==> config.mk <==
export PLATFORM = sky130hd
export DESIGN_NAME = spi_reg_write_arbiter_flat
export DESIGN_NICKNAME = d
export VERILOG_FILES = /design/src/rtl/spi_reg_write_arbiter_pkg.sv /design/src/rtl/spi_reg_write_arbiter_if.sv /design/src/rtl/spi_reg_write_arbiter_rr_arb2.sv /design/src/rtl/spi_reg_write_arbiter.sv /design/src/flat_wrapper.sv
export SDC_FILE = /design/constraint.sdc
export NUM_CORES = 1
export LEC_CHECK = 0
export CAP_MARGIN = 20
export CORE_MARGIN = 2
export CORE_UTILIZATION = 46
export CTS_CLUSTER_DIAMETER = 100
export CTS_CLUSTER_SIZE = 16
export DETAILED_ROUTE_END_ITERATION = 16
export GPL_ROUTABILITY_DRIVEN = 0
export PLACE_DENSITY = 0.79
export SYNTH_ARGS = -nofsm -noshare
export SYNTH_HDL_FRONTEND = slang
export SYNTH_HIERARCHICAL = 1
export SYNTH_SLANG_ARGS = --single-unit
==> constraint.sdc <==
create_clock -name clk -period 2.5 [get_ports clk]
set_input_delay 0.375 -clock clk [delete_from_list [all_inputs] [get_ports clk]]
set_output_delay 0.375 -clock clk [all_outputs]
set_load 0.02 [all_outputs]
==> src/rtl/spi_reg_write_arbiter_pkg.sv <==
// Shared definitions for the PWM/output-enable configuration register writer:
// frame widths, register map, FSM encoding and frame payload.
package spi_reg_write_arbiter_pkg;

  localparam int unsigned ADDR_W   = 7;
  localparam int unsigned DATA_W   = 8;
  localparam int unsigned ERR_W    = 8;
  localparam int unsigned NUM_REGS = 5;

  // Register map (index into the bank)
  localparam int unsigned REG_EN_OUT_LO = 0;
  localparam int unsigned REG_EN_OUT_HI = 1;
  localparam int unsigned REG_EN_PWM_LO = 2;
  localparam int unsigned REG_EN_PWM_HI = 3;
  localparam int unsigned REG_PWM_DUTY  = 4;

  typedef enum logic {
    ST_IDLE   = 1'b0,
    ST_COMMIT = 1'b1
  } state_t;

  typedef struct packed {
    logic              rw;
    logic [ADDR_W-1:0] addr;
    logic [DATA_W-1:0] data;
  } frame_t;

  // A frame is committed only if it is a write to an implemented register
  function automatic logic frame_is_valid_write(frame_t f);
    return f.rw && (f.addr < ADDR_W'(NUM_REGS));
  endfunction

endpackage

==> src/rtl/spi_reg_write_arbiter_if.sv <==
// Single-requester write-frame handshake: valid/ready plus rw/addr/data payload.
interface spi_reg_write_arbiter_if;
  import spi_reg_write_arbiter_pkg::*;

  logic              valid;
  logic              ready;
  logic              rw;
  logic [ADDR_W-1:0] addr;
  logic [DATA_W-1:0] data;

  modport master (output valid, rw, addr, data, input ready);
  modport slave  (input valid, rw, addr, data, output ready);

endinterface

==> src/rtl/spi_reg_write_arbiter_rr_arb2.sv <==
// Two-way round-robin grant: sole requester wins, ties go to the port that
// was not granted last.
module spi_reg_write_arbiter_rr_arb2 (
  input  logic [1:0] valid,
  input  logic       last_grant,
  output logic       grant_valid_c,
  output logic       grant_idx_c
);

  always_comb begin
    grant_valid_c = |valid;
    grant_idx_c   = 1'b0;
    if (valid == 2'b11) begin
      grant_idx_c = ~last_grant;
    end else begin
      grant_idx_c = valid[1];
    end
  end

endmodule

==> src/rtl/spi_reg_write_arbiter.sv <==
// Sole writer of the output-enable/PWM configuration bank: arbitrates two
// requesters, validates each accepted frame and commits it one cycle later.
module spi_reg_write_arbiter
  import spi_reg_write_arbiter_pkg::*;
(
  input  logic                  clk,
  input  logic                  rst_n,
  spi_reg_write_arbiter_if.slave s0,
  spi_reg_write_arbiter_if.slave s1,
  output logic [DATA_W-1:0]     en_out_7_0,
  output logic [DATA_W-1:0]     en_out_15_8,
  output logic [DATA_W-1:0]     en_pwm_7_0,
  output logic [DATA_W-1:0]     en_pwm_15_8,
  output logic [DATA_W-1:0]     pwm_duty_cycle,
  output logic                  commit,
  output logic                  last_grant,
  output logic [ERR_W-1:0]      err_count
);

  state_t            state_q;
  state_t            state_d;
  frame_t            hold_q;
  frame_t            win_frame;
  logic [DATA_W-1:0] bank_q [NUM_REGS];

  logic grant_valid;
  logic grant_idx;
  logic accept;
  logic wr_en;
  logic err_inc;

  spi_reg_write_arbiter_rr_arb2 u_arb (
    .valid         ({s1.valid, s0.valid}),
    .last_grant    (last_grant),
    .grant_valid_c (grant_valid),
    .grant_idx_c   (grant_idx)
  );

  assign win_frame = grant_idx ? frame_t'{rw: s1.rw, addr: s1.addr, data: s1.data}
                               : frame_t'{rw: s0.rw, addr: s0.addr, data: s0.data};

  // State register
  always_ff @(posedge clk or negedge rst_n) begin
    if (!rst_n) begin
      state_q <= ST_IDLE;
    end else begin
      state_q <= state_d;
    end
  end

  // Next-state logic
  always_comb begin
    state_d = state_q;
    case (state_q)
      ST_IDLE:   if (grant_valid) state_d = ST_COMMIT;
      ST_COMMIT: state_d = ST_IDLE;
      default:   state_d = ST_IDLE;
    endcase
  end

  // FSM outputs: ready only in IDLE; commit/reject decision in COMMIT
  always_comb begin
    s0.ready = 1'b0;
    s1.ready = 1'b0;
    accept   = 1'b0;
    wr_en    = 1'b0;
    err_inc  = 1'b0;
    case (state_q)
      ST_IDLE: begin
        if (grant_valid) begin
          accept   = 1'b1;
          s0.ready = ~grant_idx;
          s1.ready = grant_idx;
        end
      end
      ST_COMMIT: begin
        if (frame_is_valid_write(hold_q)) begin
          wr_en = 1'b1;
        end else begin
          err_inc = 1'b1;
        end
      end
      default: ;
    endcase
  end

  // Holding register, grant history, bank and rejected-frame counter
  always_ff @(posedge clk or negedge rst_n) begin
    if (!rst_n) begin
      hold_q     <= '0;
      last_grant <= 1'b1;
      commit     <= 1'b0;
      err_count  <= '0;
      for (int i = 0; i < NUM_REGS; i++) begin
        bank_q[i] <= '0;
      end
    end else begin
      commit <= wr_en;
      if (accept) begin
        hold_q     <= win_frame;
        last_grant <= grant_idx;
      end
      if (err_inc && (err_count != '1)) begin
        err_count <= err_count + ERR_W'(1);
      end
      for (int i = 0; i < NUM_REGS; i++) begin
        if (wr_en && (hold_q.addr == ADDR_W'(i))) begin
          bank_q[i] <= hold_q.data;
        end
      end
    end
  end

  assign en_out_7_0     = bank_q[REG_EN_OUT_LO];
  assign en_out_15_8    = bank_q[REG_EN_OUT_HI];
  assign en_pwm_7_0     = bank_q[REG_EN_PWM_LO];
  assign en_pwm_15_8    = bank_q[REG_EN_PWM_HI];
  assign pwm_duty_cycle = bank_q[REG_PWM_DUTY];

endmodule

==> src/flat_wrapper.sv <==
// flat-port wrapper written by rule: the top's interface ports become plain ports
module spi_reg_write_arbiter_flat import spi_reg_write_arbiter_pkg::*;
  (clk, rst_n, en_out_7_0, en_out_15_8, en_pwm_7_0, en_pwm_15_8, pwm_duty_cycle, commit, last_grant, err_count, s0_valid, s0_rw, s0_addr, s0_data, s0_ready, s1_valid, s1_rw, s1_addr, s1_data, s1_ready);
  spi_reg_write_arbiter_if s0_i ();
  spi_reg_write_arbiter_if s1_i ();
  input  logic clk;
  input  logic rst_n;
  output logic [DATA_W-1:0] en_out_7_0;
  output logic [DATA_W-1:0] en_out_15_8;
  output logic [DATA_W-1:0] en_pwm_7_0;
  output logic [DATA_W-1:0] en_pwm_15_8;
  output logic [DATA_W-1:0] pwm_duty_cycle;
  output logic commit;
  output logic last_grant;
  output logic [ERR_W-1:0] err_count;
  input wire logic [$bits(s0_i.valid)-1:0] s0_valid;
  input wire logic [$bits(s0_i.rw)-1:0] s0_rw;
  input wire logic [$bits(s0_i.addr)-1:0] s0_addr;
  input wire logic [$bits(s0_i.data)-1:0] s0_data;
  output wire logic [$bits(s0_i.ready)-1:0] s0_ready;
  input wire logic [$bits(s1_i.valid)-1:0] s1_valid;
  input wire logic [$bits(s1_i.rw)-1:0] s1_rw;
  input wire logic [$bits(s1_i.addr)-1:0] s1_addr;
  input wire logic [$bits(s1_i.data)-1:0] s1_data;
  output wire logic [$bits(s1_i.ready)-1:0] s1_ready;
  assign s0_i.valid = s0_valid;
  assign s0_i.rw = s0_rw;
  assign s0_i.addr = s0_addr;
  assign s0_i.data = s0_data;
  assign s0_ready = s0_i.ready;
  assign s1_i.valid = s1_valid;
  assign s1_i.rw = s1_rw;
  assign s1_i.addr = s1_addr;
  assign s1_i.data = s1_data;
  assign s1_ready = s1_i.ready;
  spi_reg_write_arbiter u_core (.clk(clk), .rst_n(rst_n), .s0(s0_i), .s1(s1_i), .en_out_7_0(en_out_7_0), .en_out_15_8(en_out_15_8), .en_pwm_7_0(en_pwm_7_0), .en_pwm_15_8(en_pwm_15_8), .pwm_duty_cycle(pwm_duty_cycle), .commit(commit), .last_grant(last_grant), .err_count(err_count));
endmodule
==> summary.md <==
| Metric | Value |
|---|---|
| Slew HR | `between 50 and 60%` |
| Tot GR Track Use | `between 10% and 20%` |
| Critical path capture point type | `output pin` |
| Worst Path Required | `between 2 and 2.5 ns` |
| Final setup skew | `around 0.007 ns` |
| Synthesized flop and latch total | `67` |
| Critical path launch point type | `primary input` |
| Post-synth EDFFs | `0` |
| Layout cells sized above 1 | `about 22%` |
| Vias/cell | `approximately 5` |
| DR pass1 iterations | `4` |
| Post-CTS setup buffer count | `0` |
| Initial antenna violation count | `0` |
| Largest net degree at the start of global routing | `41` |
| Port Buffer Count | `just under 90` |
| Max VDD drop | `between 0.0005 and 0.0006 V` |
| Htree depth | `3` |
| Via count of the routed design | `about 2000` |
| First-pass GRT wire length | `approximately 9.4 mm` |
| Antenna diodes | `0` |
| Area growth from synthesis to layout | `42.9%` |
| Reg clk slew, reported paths | `around 0.060 ns` |
| Clk_lat worst skew | `between 0.3 and 0.4 ns` |
| Total gr overflow | `0` |
| Tmin final | `approximately 2.3 ns` |
| Max-slew violation count | `0` |
| Avg Cell Area, Syn | `roughly 14 µm²` |
| Hold WS | `around 0.066 ns` |
| Core Area | `0.00589 mm²` |
| Ports | `between 80 and 90` |
| Drt wl/cell | `~16 µm` |
| Sequential area share after synthesis | `~60%` |
| Synthesized area | `0.00280 mm²` |
| Most frequent cells in the layout | `86 x clkdlybuf4s50_1, 66 x dfrtp_1, 41 x mux2_2, 21 x nor2_1` |
| Most common cell after layout, fill and taps aside | `clkdlybuf4s50_1` |
| Status | `completed` |
| Synth warn | `6` |
| Core Util, Final | `roughly two thirds` |
| Synth Net Count | `between 200 and 250` |
| Worst setup margin | `around 0.15 ns` |
| DRT antenna net count | `0` |
| Initial Util | `a little under half` |
| Post-place setup slack | `0.144 ns` |
| DP HPWL | `4.33 mm` |
| Leakage | `0.00182 µW` |
| Post-synth ARST share | `100%` |
| Total power per unit cell area | `~770 mW/mm²` |
| Hold WC Path Type | `primary input to async pin` |
| # setup viols final | `0` |
| Post-Synthesis Cells | `between 200 and 250` |
| CP Max Fanout | `3` |
| Final Hold Viols | `0` |
| Placement Rows | `28` |
| Number of buffers created by CTS | `9` |
| WS Path Type | `primary input to output pin` |
| TritonCTS clock tree | `yes` |
| Die W | `about 82 µm` |
| Clk sinks | `67` |
| Slew @ Worst Pin | `approximately 0.65 ns` |
| Fin crit share | `between 90% and 100%` |
| 1st-iter DRT viols | `a little over 80` |
| Nets@finish | `340` |
| Die Ht | `approximately 82 µm` |
| Post-synth cell types | `32` |
| Vias in the first global route | `between 1500 and 2000` |
| Die footprint | `a little under 0.007 mm²` |
| DRC violations left | `0` |
| CTS Hold Bufs | `0` |
| Clock buffer depth | `2` |
| Main synth FF type | `dfrtp_1` |
| WP data arrival | `between 1.5 and 2 ns` |
| Routed WL | `between 5 and 6 mm` |
| Root Buffer | `clkbuf_8` |
| Max Clk Rate | `between 0.4 and 0.5 GHz` |
| Total negative slack | `0 ns` |
| RSZ-0062 raised after global routing | `no` |
| Post-CTS sizing | `0` |
| Max Cap Violations | `0` |
## metrics by stage
step / area, µm² / power [µW] / std cells
6_report: 4000 / 3080 / 382
5_1_grt: 4000 / 3240 / 382
4_1_cts: 4000 / 3110 / 382
3_5_place_dp: 3790 / 2170 / 367
3_3_place_gp: 3790 / 2150 / 367
2_1_floorplan: 2800 / 1790 / 207
## critical path, stage by stage
cell	delay [ns]
clkdlybuf4s50_1	0.43
or2_1	0.23
nand2b_1	0.13
clkinv_1	0.09
and2_1	0.17
clkdlybuf4s50_1	0.54
## layout make-up
cell class,instances,area (µm²)
timing repair buffer,93,923
clock buffer,14,183
inverter,1,3.75
fill,457,1880
multi-input combinational,131,1090
sequential,67,1680
clock inverter,1,30.0
tap,75,93.8
## routing by layer
| metal | share of wire (%) | GRT usage, % | vias to the layer above |
|---|---|---|---|
| met5 | 0 | 0 | - |
| met2 | 48 | 30.8 | 69 |
| li1 | - | - | 925 |
| met3 | 6.1 | 4.18 | 15 |
| met4 | 1.9 | 7.33 | 0 |
| met1 | 44 | 24.8 | 943 |
## flip-flops by register name, indices dropped and copies added (netlist names), 8 cells and up
| name | cells |
|---|---|
| u_core/pwm_duty_cycle | 8 |
| u_core/hold_q | 16 |
| u_core/en_pwm_7_0 | 8 |
| u_core/err_count | 8 |
| u_core/en_out_7_0 | 8 |
| u_core/en_pwm_15_8 | 8 |
| u_core/en_out_15_8 | 8 |
## cell families after synthesis
family | synth area share [%]
flops | 59.9
mux | 22.6
simple gates | 9.65
compound gates | 4.25
buf+inv | 1.25
xor+xnor | 1.88
fa+ha+maj | 0.447
## cell usage after synthesis (2+ instances only)
cell | number | share of area (%)
nand2_1 | 2 | 0.27
clkbuf_1 | 7 | 0.94
nor3_1 | 3 | 0.54
nor3b_4 | 2 | 1.3
nand2b_1 | 2 | 0.45
xor2_1 | 6 | 1.9
mux2i_1 | 16 | 5.7
nor4_1 | 2 | 0.45
dfrtp_1 | 66 | 59
a21oi_1 | 16 | 2.9
nor2_1 | 21 | 2.8
mux2_2 | 41 | 16
nand3_1 | 4 | 0.71
## power by group
group | switching (µW) | internal (µW)
registers | 177 | 1250
clock network | 371 | 565
logic | 341 | 385
total | 889 | 2200
## path summary, 6_finish.rpt
kind	start	to	slack [ns]	cells past startpoint
worst max-delay path	s0_valid	s1_ready	0.15	6
worst min-delay path	rst_n	u_core/en_pwm_15_8[7]$_DFFE_PN0P_	0.07	1
worst max register to register	u_core/hold_q[14]$_DFFE_PN0P_	u_core/en_out_15_8[3]$_DFFE_PN0P_	0.23	4
worst min register to register	u_core/en_pwm_7_0[7]$_DFFE_PN0P_	u_core/en_pwm_7_0[7]$_DFFE_PN0P_	0.51	1
max in group asynchronous	rst_n	u_core/en_out_15_8[5]$_DFFE_PN0P_	1.80	2
min in group clk	u_core/en_pwm_7_0[7]$_DFFE_PN0P_	u_core/en_pwm_7_0[7]$_DFFE_PN0P_	0.51	1
Power figures use the tool's default switching activity.
